[src/rtl/io_link_pkg.sv]
// Shared link codes and receiver state type for the software-to-hardware byte link.
// IO_RX_CSUM_EN adds the checksum states to io_rx_state_t.
package io_link_pkg;

  localparam logic [1:0] SIG_IDLE    = 2'd0;
  localparam logic [1:0] SIG_STROBE  = 2'd1;
  localparam logic [1:0] SIG_ACK     = 2'd2;
  localparam logic [1:0] SIG_ABORT   = 2'd3;

  localparam logic [1:0] HW_READY    = 2'd0;
  localparam logic [1:0] HW_TAKEN    = 2'd1;
  localparam logic [1:0] HW_BUSY     = 2'd2;
  localparam logic [1:0] HW_CSUM_ERR = 2'd3;

`ifdef IO_RX_CSUM_EN
  typedef enum logic [2:0] {
    ST_IDLE, ST_READ, ST_ACK, ST_COMMIT, ST_DRAW, ST_CSUM_WAIT, ST_CSUM_RD, ST_ERR
  } io_rx_state_t;
`else
  typedef enum logic [2:0] {
    ST_IDLE, ST_READ, ST_ACK, ST_COMMIT, ST_DRAW
  } io_rx_state_t;
`endif

  function automatic logic [1:0] sw_code(input io_rx_state_t s);
    case (s)
      ST_READ: sw_code = HW_TAKEN;
      ST_DRAW: sw_code = HW_BUSY;
`ifdef IO_RX_CSUM_EN
      ST_CSUM_RD: sw_code = HW_TAKEN;
      ST_ERR:     sw_code = HW_CSUM_ERR;
`endif
      default: sw_code = HW_READY;
    endcase
  endfunction

endpackage

[src/rtl/io_rec_packer.sv]
// Byte-to-record shift register; first byte in ends up as the record MSB.
module io_rec_packer #(
  parameter int BYTES_PER_REC = 3
) (
  input  logic                       clk,
  input  logic                       reset,
  input  logic                       shift_en,
  input  logic                       clr,
  input  logic [7:0]                 byte_in,
  output logic                       last_byte,
  output logic [8*BYTES_PER_REC-1:0] rec
);

  localparam int RW = 8 * BYTES_PER_REC;
  localparam int CW = $clog2(BYTES_PER_REC + 1);

  // byte_idx counts bytes captured so far in the current record
  logic [CW-1:0] byte_idx;

  always_ff @(posedge clk or posedge reset) begin
    if (reset) begin
      rec      <= '0;
      byte_idx <= '0;
    end else if (clr) begin
      byte_idx <= '0;
    end else if (shift_en) begin
      rec      <= (rec << 8) | RW'(byte_in);
      byte_idx <= byte_idx + CW'(1);
    end
  end

  assign last_byte = (byte_idx == CW'(BYTES_PER_REC));

endmodule

[src/rtl/io_frame_rx.sv]
// Frame receiver: packs link bytes into records, writes them to RAM, then hands off to drawing.
// Define IO_RX_CSUM_EN to require a trailing XOR checksum byte per frame.
module io_frame_rx
  import io_link_pkg::*;
#(
  parameter int BYTES_PER_REC = 3,
  parameter int NUM_REC       = 32,
  parameter int ADDR_W        = $clog2(NUM_REC)
) (
  input  logic                       clk50,
  input  logic                       reset,
  input  logic [7:0]                 to_hw_data,
  input  logic [1:0]                 to_hw_sig,
  output logic [1:0]                 to_sw_sig,
  input  logic                       finish_draw,
  output logic                       ram_we,
  output logic [ADDR_W-1:0]          ram_addr,
  output logic [8*BYTES_PER_REC-1:0] ram_wdata,
  output logic                       frame_ready
);

  localparam logic [ADDR_W-1:0] LAST_REC = ADDR_W'(NUM_REC - 1);

  io_rx_state_t      state;
  logic [ADDR_W-1:0] rec_idx;
  logic              last_byte;
  logic              shift_en;
  logic              abort_hit;
  logic              pack_clr;
  logic [8*BYTES_PER_REC-1:0] rec;

  assign shift_en = (to_hw_sig == SIG_STROBE) && (state == ST_IDLE || state == ST_ACK);

  always_comb begin
    abort_hit = 1'b0;
    if (to_hw_sig == SIG_ABORT) begin
      if (state == ST_IDLE || state == ST_READ || state == ST_ACK)
        abort_hit = 1'b1;
`ifdef IO_RX_CSUM_EN
      if (state == ST_CSUM_WAIT || state == ST_CSUM_RD)
        abort_hit = 1'b1;
`endif
    end
  end

  assign pack_clr = abort_hit || (state == ST_COMMIT);

  io_rec_packer #(.BYTES_PER_REC(BYTES_PER_REC)) u_packer (
    .clk       (clk50),
    .reset     (reset),
    .shift_en  (shift_en),
    .clr       (pack_clr),
    .byte_in   (to_hw_data),
    .last_byte (last_byte),
    .rec       (rec)
  );

`ifdef IO_RX_CSUM_EN
  // Folding the checksum byte into the running XOR means a match leaves zero.
  logic [7:0] csum;
  logic       csum_take;
  assign csum_take = (state == ST_CSUM_WAIT) && (to_hw_sig == SIG_STROBE);

  always_ff @(posedge clk50 or posedge reset) begin
    if (reset)                       csum <= '0;
    else if (abort_hit)              csum <= '0;
    else if (state == ST_IDLE)       csum <= shift_en ? to_hw_data : 8'h00;
    else if (shift_en || csum_take)  csum <= csum ^ to_hw_data;
  end
`endif

  always_ff @(posedge clk50 or posedge reset) begin
    if (reset) begin
      state   <= ST_IDLE;
      rec_idx <= '0;
    end else if (abort_hit) begin
      state   <= ST_IDLE;
      rec_idx <= '0;
    end else begin
      case (state)
        ST_IDLE: if (to_hw_sig == SIG_STROBE) state <= ST_READ;
        ST_READ: if (to_hw_sig == SIG_ACK) state <= last_byte ? ST_COMMIT : ST_ACK;
        ST_ACK:  if (to_hw_sig == SIG_STROBE) state <= ST_READ;
        ST_COMMIT: begin
          if (rec_idx == LAST_REC) begin
`ifdef IO_RX_CSUM_EN
            state <= ST_CSUM_WAIT;
`else
            state <= ST_DRAW;
`endif
          end else begin
            rec_idx <= rec_idx + ADDR_W'(1);
            state   <= ST_ACK;
          end
        end
        ST_DRAW: begin
          if (finish_draw) begin
            state   <= ST_IDLE;
            rec_idx <= '0;
          end
        end
`ifdef IO_RX_CSUM_EN
        ST_CSUM_WAIT: if (to_hw_sig == SIG_STROBE) state <= ST_CSUM_RD;
        ST_CSUM_RD:   if (to_hw_sig == SIG_ACK) state <= (csum == 8'h00) ? ST_DRAW : ST_ERR;
        ST_ERR: begin
          if (to_hw_sig == SIG_IDLE) begin
            state   <= ST_IDLE;
            rec_idx <= '0;
          end
        end
`endif
        default: state <= ST_IDLE;
      endcase
    end
  end

  assign to_sw_sig   = sw_code(state);
  assign frame_ready = (state == ST_DRAW);
  assign ram_we      = (state == ST_COMMIT);
  assign ram_addr    = rec_idx;
  assign ram_wdata   = rec;

endmodule

[config.mk]
export PLATFORM = sky130hd
export DESIGN_NAME = io_frame_rx
export DESIGN_NICKNAME = d
export VERILOG_FILES = /design/src/rtl/io_link_pkg.sv /design/src/rtl/io_rec_packer.sv /design/src/rtl/io_frame_rx.sv
export SDC_FILE = /design/constraint.sdc
export NUM_CORES = 1
export LEC_CHECK = 0
export BUFFER_PORTS_ARGS = -buffer_cell sky130_fd_sc_hd__buf_2
export CORE_UTILIZATION = 44
export DETAILED_ROUTE_END_ITERATION = 10
export PLACE_DENSITY_LB_ADDON = 0.25
export SETUP_SLACK_MARGIN = 0.05
export SLEW_MARGIN = 20
export SYNTH_ARGS = -nofsm -noshare
export SYNTH_HDL_FRONTEND = slang
export SYNTH_SLANG_ARGS = --single-unit
[constraint.sdc]
create_clock -name clk50 -period 2.3 [get_ports clk50]
set_clock_uncertainty 0.1 [all_clocks]
set_input_delay 0.115 -clock clk50 [delete_from_list [all_inputs] [get_ports clk50]]
set_output_delay 0.115 -clock clk50 [all_outputs]
set_load 0.05 [all_outputs]
Word level (Yosys, flattened, before mapping)
Index checks and enable logic that the tools add are counted.

Flip-flop bits (word level): 34. Word-level logic and storage cells: 49. Bits of input ports: 13. Output and inout bits: 33.

Equal/unequal tests: 13. Reductions and logical operators: 12. Muxes and demuxes: 16. Add/sub/neg operators: 2. Bitwise logic cells: 2.

Operators with widths (number): $or 24x8->24 (1); $mux 3 (5); $mux 5 (3); $pmux 3 s4 (1); $pmux 5 s2 (1); $eq 2x2->1 const B (3); $eq 3x2->1 const B (2); $ne 3x2->1 const B (2); $reduce_and 3->1 (2); $add 5x1->5 const B (1); $eq 5x5->1 const B (1); $logic_or 1x1->1 (4); $mux 2 (2); $pmux 2 s2 (1); $eq 3x1->1 const B (1); $eq 3x3->1 const B (1); $logic_not 3->1 (1); $mux 1 (3); $ne 3x1->1 const B (1); $ne 3x3->1 const B (1); $reduce_bool 3->1 (1); $add 2x1->2 const B (1); $eq 2x1->1 const B (1); $reduce_and 2->1 (1); 4 further kinds (4).

Logic depth before layout (Yosys ltp)
Gate-level depths: netlist of the first run.

Depth after elaboration: 8. Gate-level depth with buffers: 6. Gate-level depth less buffers: 6.

Hierarchy
From an unflattened synthesis of the first run, not the netlist that was laid out.

Cells, all modules: 108. Area total of the unflattened synthesis: 1599.0 um^2.

By module, submodules not included: io_rec_packer (sequential area each 650.6 um^2, cells each 60, area an instance 1103.6 um^2, instances 1); io_frame_rx (sequential area each 200.2 um^2, cells each 48, area an instance 495.5 um^2, instances 1).

Worst setup path after synthesis of the first run
OpenSTA, ideal clock, no wires.

Path type: flip-flop to flip-flop. Start: register state[2]. End: register rec_idx[2] (netlist: ram_addr[2]). Data arrival time: 2.172 ns. Cell stages (with the launch flop): 6. Path slack: -0.127 ns. Library setup time: 0.155 ns. Data required time: 2.045 ns. Period minus slack after synthesis: 2.427 ns. Buffers on the path: 1. Cells stage by stage: dfrtp_1 > buf_2 > nor3b_1 > nor3_1 > nand2b_1 > a31oi_1.

Elaborated cells between the ends (all ways): 15. Those cells by class: eq/ne: 6; mux: 4; reduce/logical: 5.

RTL lines: start, declared (RTL line io_frame_rx.sv:24) `io_rx_state_t state;`; start signal, assigned (RTL line io_frame_rx.sv:82) `ST_READ: if (to_hw_sig == SIG_ACK) state <= last_byte ? ST_COMMIT : ST_ACK;`; $eq 3x3->1 (*); net frame_ready (RTL line io_frame_rx.sv:19) `output logic frame_ready`; $ne 3x2->1 (no source line), or another cell as far along; $reduce_and 3->1 (no source line) / $mux 5 (equally long branches); end signal, assigned (RTL line io_frame_rx.sv:92) `rec_idx <= rec_idx + ADDR_W'(1);`; end, declared (RTL line io_frame_rx.sv:25) `logic [ADDR_W-1:0] rec_idx;`.

The timed path passes the listed nets; every way through them passes the cells marked *. A chain may end at the register's enable or synchronous reset.

Final worst setup path of the first run
Start: register rec_idx[0] (netlist: ram_addr[0]). End: register rec_idx[2] (netlist: ram_addr[2]).

Cells in the longest elaborated chain, start to end: 4. Elaborated cells between the ends (all ways): 7. Those cells by class: add/sub: 1; eq/ne: 2; mux: 3; reduce/logical: 1.

Ends and longest elaborated chain: $add 5x1->5 (RTL line io_frame_rx.sv:92); $mux 5 (RTL line io_frame_rx.sv:85) `if (rec_idx == LAST_REC) begin`; $pmux 5 s2 (RTL line io_frame_rx.sv:80) `case (state)`; $mux 5 (RTL line io_frame_rx.sv:76) `end else if (abort_hit) begin`.

Parallel ways exist; a longest one is shown, timed or not. The select of a mux whose other input is x is not followed.

==> metrics, run 1 <==
Initial DRT Pass Iterations 4; initial DRC count 105; DR DRC count 0; I/O pin total 46; required time worst endpoint 2.45 ns; gpl congestion 0.790; htree depth 2; CTS tree yes; Reg area between 800 and 900 sq um; Vias 1098; Critical Path Start Type register; R2R Path End ram_addr[2]; Fin. Hold Viols 0; Worst Hold Depth 3; R2R Setup Slk ~0.31 ns; placed cell areas 1800 sq um; Avg WL per Cell roughly 13 microns; syn nets approximately 130; std cell rows 21; vias per inst 5.04; largest stage delay on the critical path 0.45 ns; first-pass GRT wire length between 4 and 5 mm; P&R area growth vs syn 28.2%; die height 60.9 microns; Overflow after GRT 0; Power Density 1280 nW/um^2; Final Max Tran Viols 0; placed cells 200; Critical Path End Type register; Worst-Skew Late Latency around 0.34 ns; Setup CP Type register to register; crit path max fanout 5; Final Cycle Share a little under 90%; CP dominant cell by count ha_1; worst-margin pin slew 0.607 ns; maximum VDD drop approximately 0.80 mV; max cap viols 0; FF+latch count, synth 34; Pleak 0.000985 uW; top cell type's share of synthesized area between 50% and 60%; f_max approximately 0.50 GHz; ANT cells 0; port bufs 45; Initial Utilization between 40% and 50%; total track usage between 10% and 20%; Final Cell Area 1960 sq um; Finished Layout Cells roughly 220; CTS Buf Count 5; unrepaired setup endpoints after global routing false; critical-path cell list ha_1 -> and3_1 -> ha_1 -> nor3_1 -> a21oi_1 -> a31oi_1; top cells by area, synth dfrtp_1 (56%), mux2_4 (9.8%), mux2_1 (5.9%), mux2_2 (5.2%), ha_1 (2.5%); Yosys cell types 31; die area roughly 3700 sq um; CTS sink count 34; Post-DRT Antenna Nets 0; Pwr Total between 2000 and 3000 uW; relative slew slack 59.5%; hold worst-path end state[0]; HP Class input port to register; Crit path arrival time approximately 2.1 ns; Core Area around 3300 sq um; vias in the first global route around 1k; Worst R2R Path Depth 6; Detail Placement HPWL approximately 2.0 mm; clk slew on worst S/H paths 0.10 ns; Worst Hold Launch to_hw_sig[1]; cell taking the most area after synthesis dfrtp_1; Die Span X approximately 60 microns; Synth warnings 0; area of the multi-input gates 634 sq um; synthesized instance count about 110; slowest CP cell dfrtp_1; routed wire length ~2.9 mm; Final nets ~190; sequential area share after synthesis 55.7%; worst setup margin 0.309 ns; Synth Area per Inst between 10 and 15 sq um; Mapped Area 1530 sq um; # fillers 300; worst slack, placed 0.327 ns; RR Startpoint ram_addr[0]; largest net degree at the start of global routing 27; share of layout cells above drive strength 1 44.2%; setup TNS 0 ns; min Tclk post-route between 1.5 and 2 ns; CTS max path bufs 2; Final setup viols 0; status completed; Root Buffer clkbuf_4; antenna violations before repair 0
## power breakdown
part	internal [uW]	switching, uW
clock	148	199
sequential	793	150
combinational	353	863
## metrics by stage
stage / hold WS, ns / utilization (%)
floorplan: 0.150 / -
finish: 0.0493 / 58.7
global route: 0.0347 / 58.7
CTS: 0.0304 / 58.7
global placement: 0.105 / 53.9
detailed placement: 0.119 / 53.9
## worst max-delay path: cells and delay by family, from the launching register on
kind	cells	cell delay [ns]
AND/OR/NAND/NOR	2	0.58
flip-flops	1	0.45
adder cells (fa/ha/maj)	2	0.45
AO/OA/AOI/OAI	2	0.32
## sequential cells by signal, indices dropped and copies added, names as in the netlist
signal             count
u_packer.byte_idx      2
state                  3
u_packer.rec          24
ram_addr               5
## cell usage after synthesis (all sizes together)
cell	number
mux2	25
mux2i	1
nor2	3
dfrtp	34
nand3	1
a31oi	3
nand2	8
nor3b	2
or3	2
a21boi	1
and3	1
inv	4
a41oi	1
ha	3
nand2b	2
buf	4
o32a	1
nor4bb	3
a22o	2
a21oi	1
nor4b	1
nor3	4
a21o	1
o21ai	3
## area by class of cell
cell class,count,area share (%)
tap,46,2.94
timing repair buffer,57,17.4
sequential,34,43.5
clock inverter,1,0.256
multi-input combinational,69,32.4
clock buffer,7,2.81
inverter,4,0.767
## worst max-delay path by stage
stage	cells after the start	start	slack [ns]	to
after floorplan	6	ram_addr[0]	0.18	ram_addr[2]
after global placement	6	ram_addr[0]	0.43	ram_addr[2]
after detailed placement	6	ram_addr[0]	0.33	ram_addr[3]
after CTS	6	ram_addr[0]	0.28	ram_addr[2]
after global routing	6	ram_addr[0]	0.19	ram_addr[3]
final	6	ram_addr[0]	0.31	ram_addr[2]
## logic make-up (layout without fill, tap and decap cells)
family,after synthesis,in the layout,share of synthesized area [%]
AO/OA/AOI/OAI,13,13,5.90
adder cells (fa/ha/maj),3,3,2.46
buffers and inverters,8,69,3.11
flip-flops,34,34,55.7
multiplexers,26,26,21.5
AND/OR/NAND/NOR,27,27,11.3
## layer usage
layer / global-route usage [%] / routed length [microns] / up-vias / part of all wire, %
li1: - / - / 524 / -
met1: 20.9 / 1230 / 538 / 42
met2: 28.1 / 1490 / 31 / 51
met3: 6.61 / 143 / 5 / 4.9
met4: 8.77 / 44 / 0 / 1.5
met5: 0 / 0 / - / 0
## layout by cell type, fill, tap and decap left out
cell and count:
o21ai_0 3, inv_1 3, dlygate4sd3_1 10, nand2b_1 1, dfrtp_1 34, nand3_1 1
a21boi_0 1, clkinv_2 1, buf_4 2, a41oi_1 1, a31oi_1 3, a21o_1 1
nand2_1 7, mux2_4 10, and3_1 1, ha_1 3, mux2_2 7, mux2i_1 1
nor3_1 3, nor3b_1 1, a22o_1 2, nor2_1 3, clkbuf_1 1, nor3_4 1
nor4b_1 1, clkbuf_4 5, nand2_2 1, buf_2 45, mux2_1 8, nand2b_4 1
clkbuf_8 1, a21oi_1 1, o32a_1 1, nor3b_2 1, or3_1 2, inv_2 1
nor4bb_1 3
## timing repair
action                    CTS  global route
hold endpoints to repair   24             0
setup buffers               0             0
resized for setup           0             0
hold buffers               10             0
Power figures use the tool's default switching activity.
==> run 2, diff against run 1 <==
--- a/config.mk
+++ b/config.mk
@@ -9,6 +9,7 @@
 export CORE_UTILIZATION = 44
 export DETAILED_ROUTE_END_ITERATION = 10
 export PLACE_DENSITY_LB_ADDON = 0.25
+export RECOVER_POWER = 100
 export SETUP_SLACK_MARGIN = 0.05
 export SLEW_MARGIN = 20
 export SYNTH_ARGS = -nofsm -noshare
==> metrics, run 2 (same netlist as run 1, synthesis figures left out) <==
Reg power frac 39.4% (+1.8 points); R2R Setup Slk 0.25 ns (-0.06 ns); f_max 0.488 GHz (-2.8%); Avg WL per Cell 13.3 microns (-0.10%); Critical Path End Type register; ANT cells 0 (unchanged); number of flip-flops in the largest register 24 (unchanged); commonest non-fill, non-tap cell in the layout clkbuf_1; status completed; Vias 1093 (-0.46%); Root Buffer clkbuf_4; Setup CP Type register to register; min Tclk post-route 2.05 ns (+0.0580 ns); Final Cycle Share 89.1% (+2.5 points); Final Max Tran Viols 0 (unchanged); required time worst endpoint 2.42 ns (-0.03 ns); Crit path arrival time 2.17 ns (+0.03 ns); die height 60.9 microns (unchanged); Power Density 1280 nW/um^2 (+0.20%); CTS max path bufs 2 (unchanged); most frequent cells in the layout clkbuf_1 (35), dfrtp_1 (34), mux2_1 (17), buf_2 (12), dlygate4sd3_1 (10); routed wire length 2.91 mm (-0.10%); antenna violations before repair 0 (unchanged); initial DRC count 82 (-22%); CTS tree yes; htree depth 2 (unchanged); vias per inst 5.01 (-0.46%); Detail Placement HPWL 1.97 mm (unchanged); maximum VDD drop 0.766 mV (-4.0%); relative slew slack 35.5% (-24 points); Power Internal 1180 uW (-8.7%); Post-DRT Antenna Nets 0 (unchanged); P&R area growth vs syn 21.8%; vias in the first global route 1030 (unchanged); gpl congestion 0.790 (unchanged); Post-CTS Setup Repair Bufs 0 (unchanged); Critical Path Start Type register; Pleak 0.000841 uW (-15%); Final Util 55.8% (-2.9 points); Final nets 187 (unchanged); max cap viols 0 (unchanged); crit path max fanout 26 (+21); Psw 1210 uW (-0.58%); Worst-Skew Late Latency 0.33 ns (about the same); worst setup margin 0.251 ns (-0.0580 ns); Overflow after GRT 0 (unchanged); Pwr Total 2390 uW (-4.8%); Clock power frac 14.6% (+0.7 points); port bufs 45 (unchanged); first-pass GRT wire length 4.58 mm (unchanged); worst-margin pin slew 0.968 ns (+0.361 ns); unrepaired setup endpoints after global routing false; clk slew on worst S/H paths 0.10 ns (about the same); combinational fraction of design power 46.1% (-2.4 points); Initial Utilization 45.8% (unchanged); Fin. Hold Viols 0 (unchanged); setup TNS 0 ns (unchanged); share of layout cells above drive strength 1 18.0% (-26 points); CTS Buf Count 5 (unchanged); I/O pin total 46 (unchanged); Initial DRT Pass Iterations 4 (unchanged); worst slack, placed 0.327 ns (unchanged); switching part of the total 50.5% (+2.1 points); CTS sink count 34 (unchanged); largest net degree at the start of global routing 27 (unchanged); die area 3710 sq um (unchanged); worst hold margin 0.0160 ns (-0.0333 ns); DR DRC count 0 (unchanged); total track usage 17.6% (unchanged); Reg with most FFs u_packer.rec; Core Area 3340 sq um (unchanged); std cell rows 21 (unchanged); Final setup viols 0 (unchanged); HP Class input port to register; Die Span X 60.9 microns (unchanged)
==> run 2: cell types whose count changed in the layout (fill, tap and decap cells not counted), sizes merged <==
cell	delta
buf	-35
clkbuf	+35
==> run 2: layout make-up <==
cell class | count | area, sq um
multi-input combinational | 69 | 584
sequential | 34 | 851
tap | 46 | 57.6
inverter | 4 | 15.0
timing repair buffer | 57 | 293
clock inverter | 1 | 5.00
clock buffer | 7 | 55.1
fill | 328 | 1480
==> run 2: what timing repair did <==
item                                    in CTS  in global routing
endpoints found under the hold margin       24                  0
resized for setup                            0                  0
hold buffers                                10                  0
endpoints found under the setup margin       0                  0
==> run 2: final timing paths <==
check                            startpoint                to  cells past startpoint
min in group asynchronous             reset       ram_addr[0]                      3
max in group asynchronous             reset   u_packer.rec[3]                      4
hold / removal                 to_hw_sig[1]          state[0]                      3
setup reg to reg                   state[0]  u_packer.rec[17]                      5
hold reg to reg            u_packer.rec[17]  u_packer.rec[17]                      1
setup / recovery                   state[0]  u_packer.rec[17]                      5
==> run 2: through the flow <==
step | instance area, sq um | cells
4_1_cts | 1960 | 218
5_1_grt | 1860 | 218
2_1_floorplan | 1530 | 111
3_3_place_gp | 1800 | 200
3_5_place_dp | 1800 | 200
6_report | 1860 | 218
==> run 2: power by group through the flow <==
| stage | combinational, uW | clock (uW) | sequential [uW] |
|---|---|---|---|
| after floorplan | 307 | 0 | 1580 |
| after global placement | 1200 | 0 | 938 |
| after detailed placement | 1210 | 0 | 951 |
| after CTS | 1220 | 364 | 947 |
| after global routing | 1150 | 393 | 972 |
| final | 1100 | 347 | 939 |
==> run 2: metal layers <==
| metal | track usage (%) | wire length, microns | vias to the layer above |
|---|---|---|---|
| met1 | 20.9 | 1250 | 533 |
| met5 | 0 | 0 | - |
| met4 | 8.77 | 45 | 0 |
| li1 | - | - | 523 |
| met3 | 6.61 | 142 | 6 |
| met2 | 28.1 | 1470 | 31 |
==> run 2: worst max-delay path: stages (launching register included) <==
cell and delay, ns:
dfrtp_1 0.47, inv_1 0.17, nand2_2 0.09, nor3_1 0.15
clkbuf_2 0.55, mux2_2 0.40
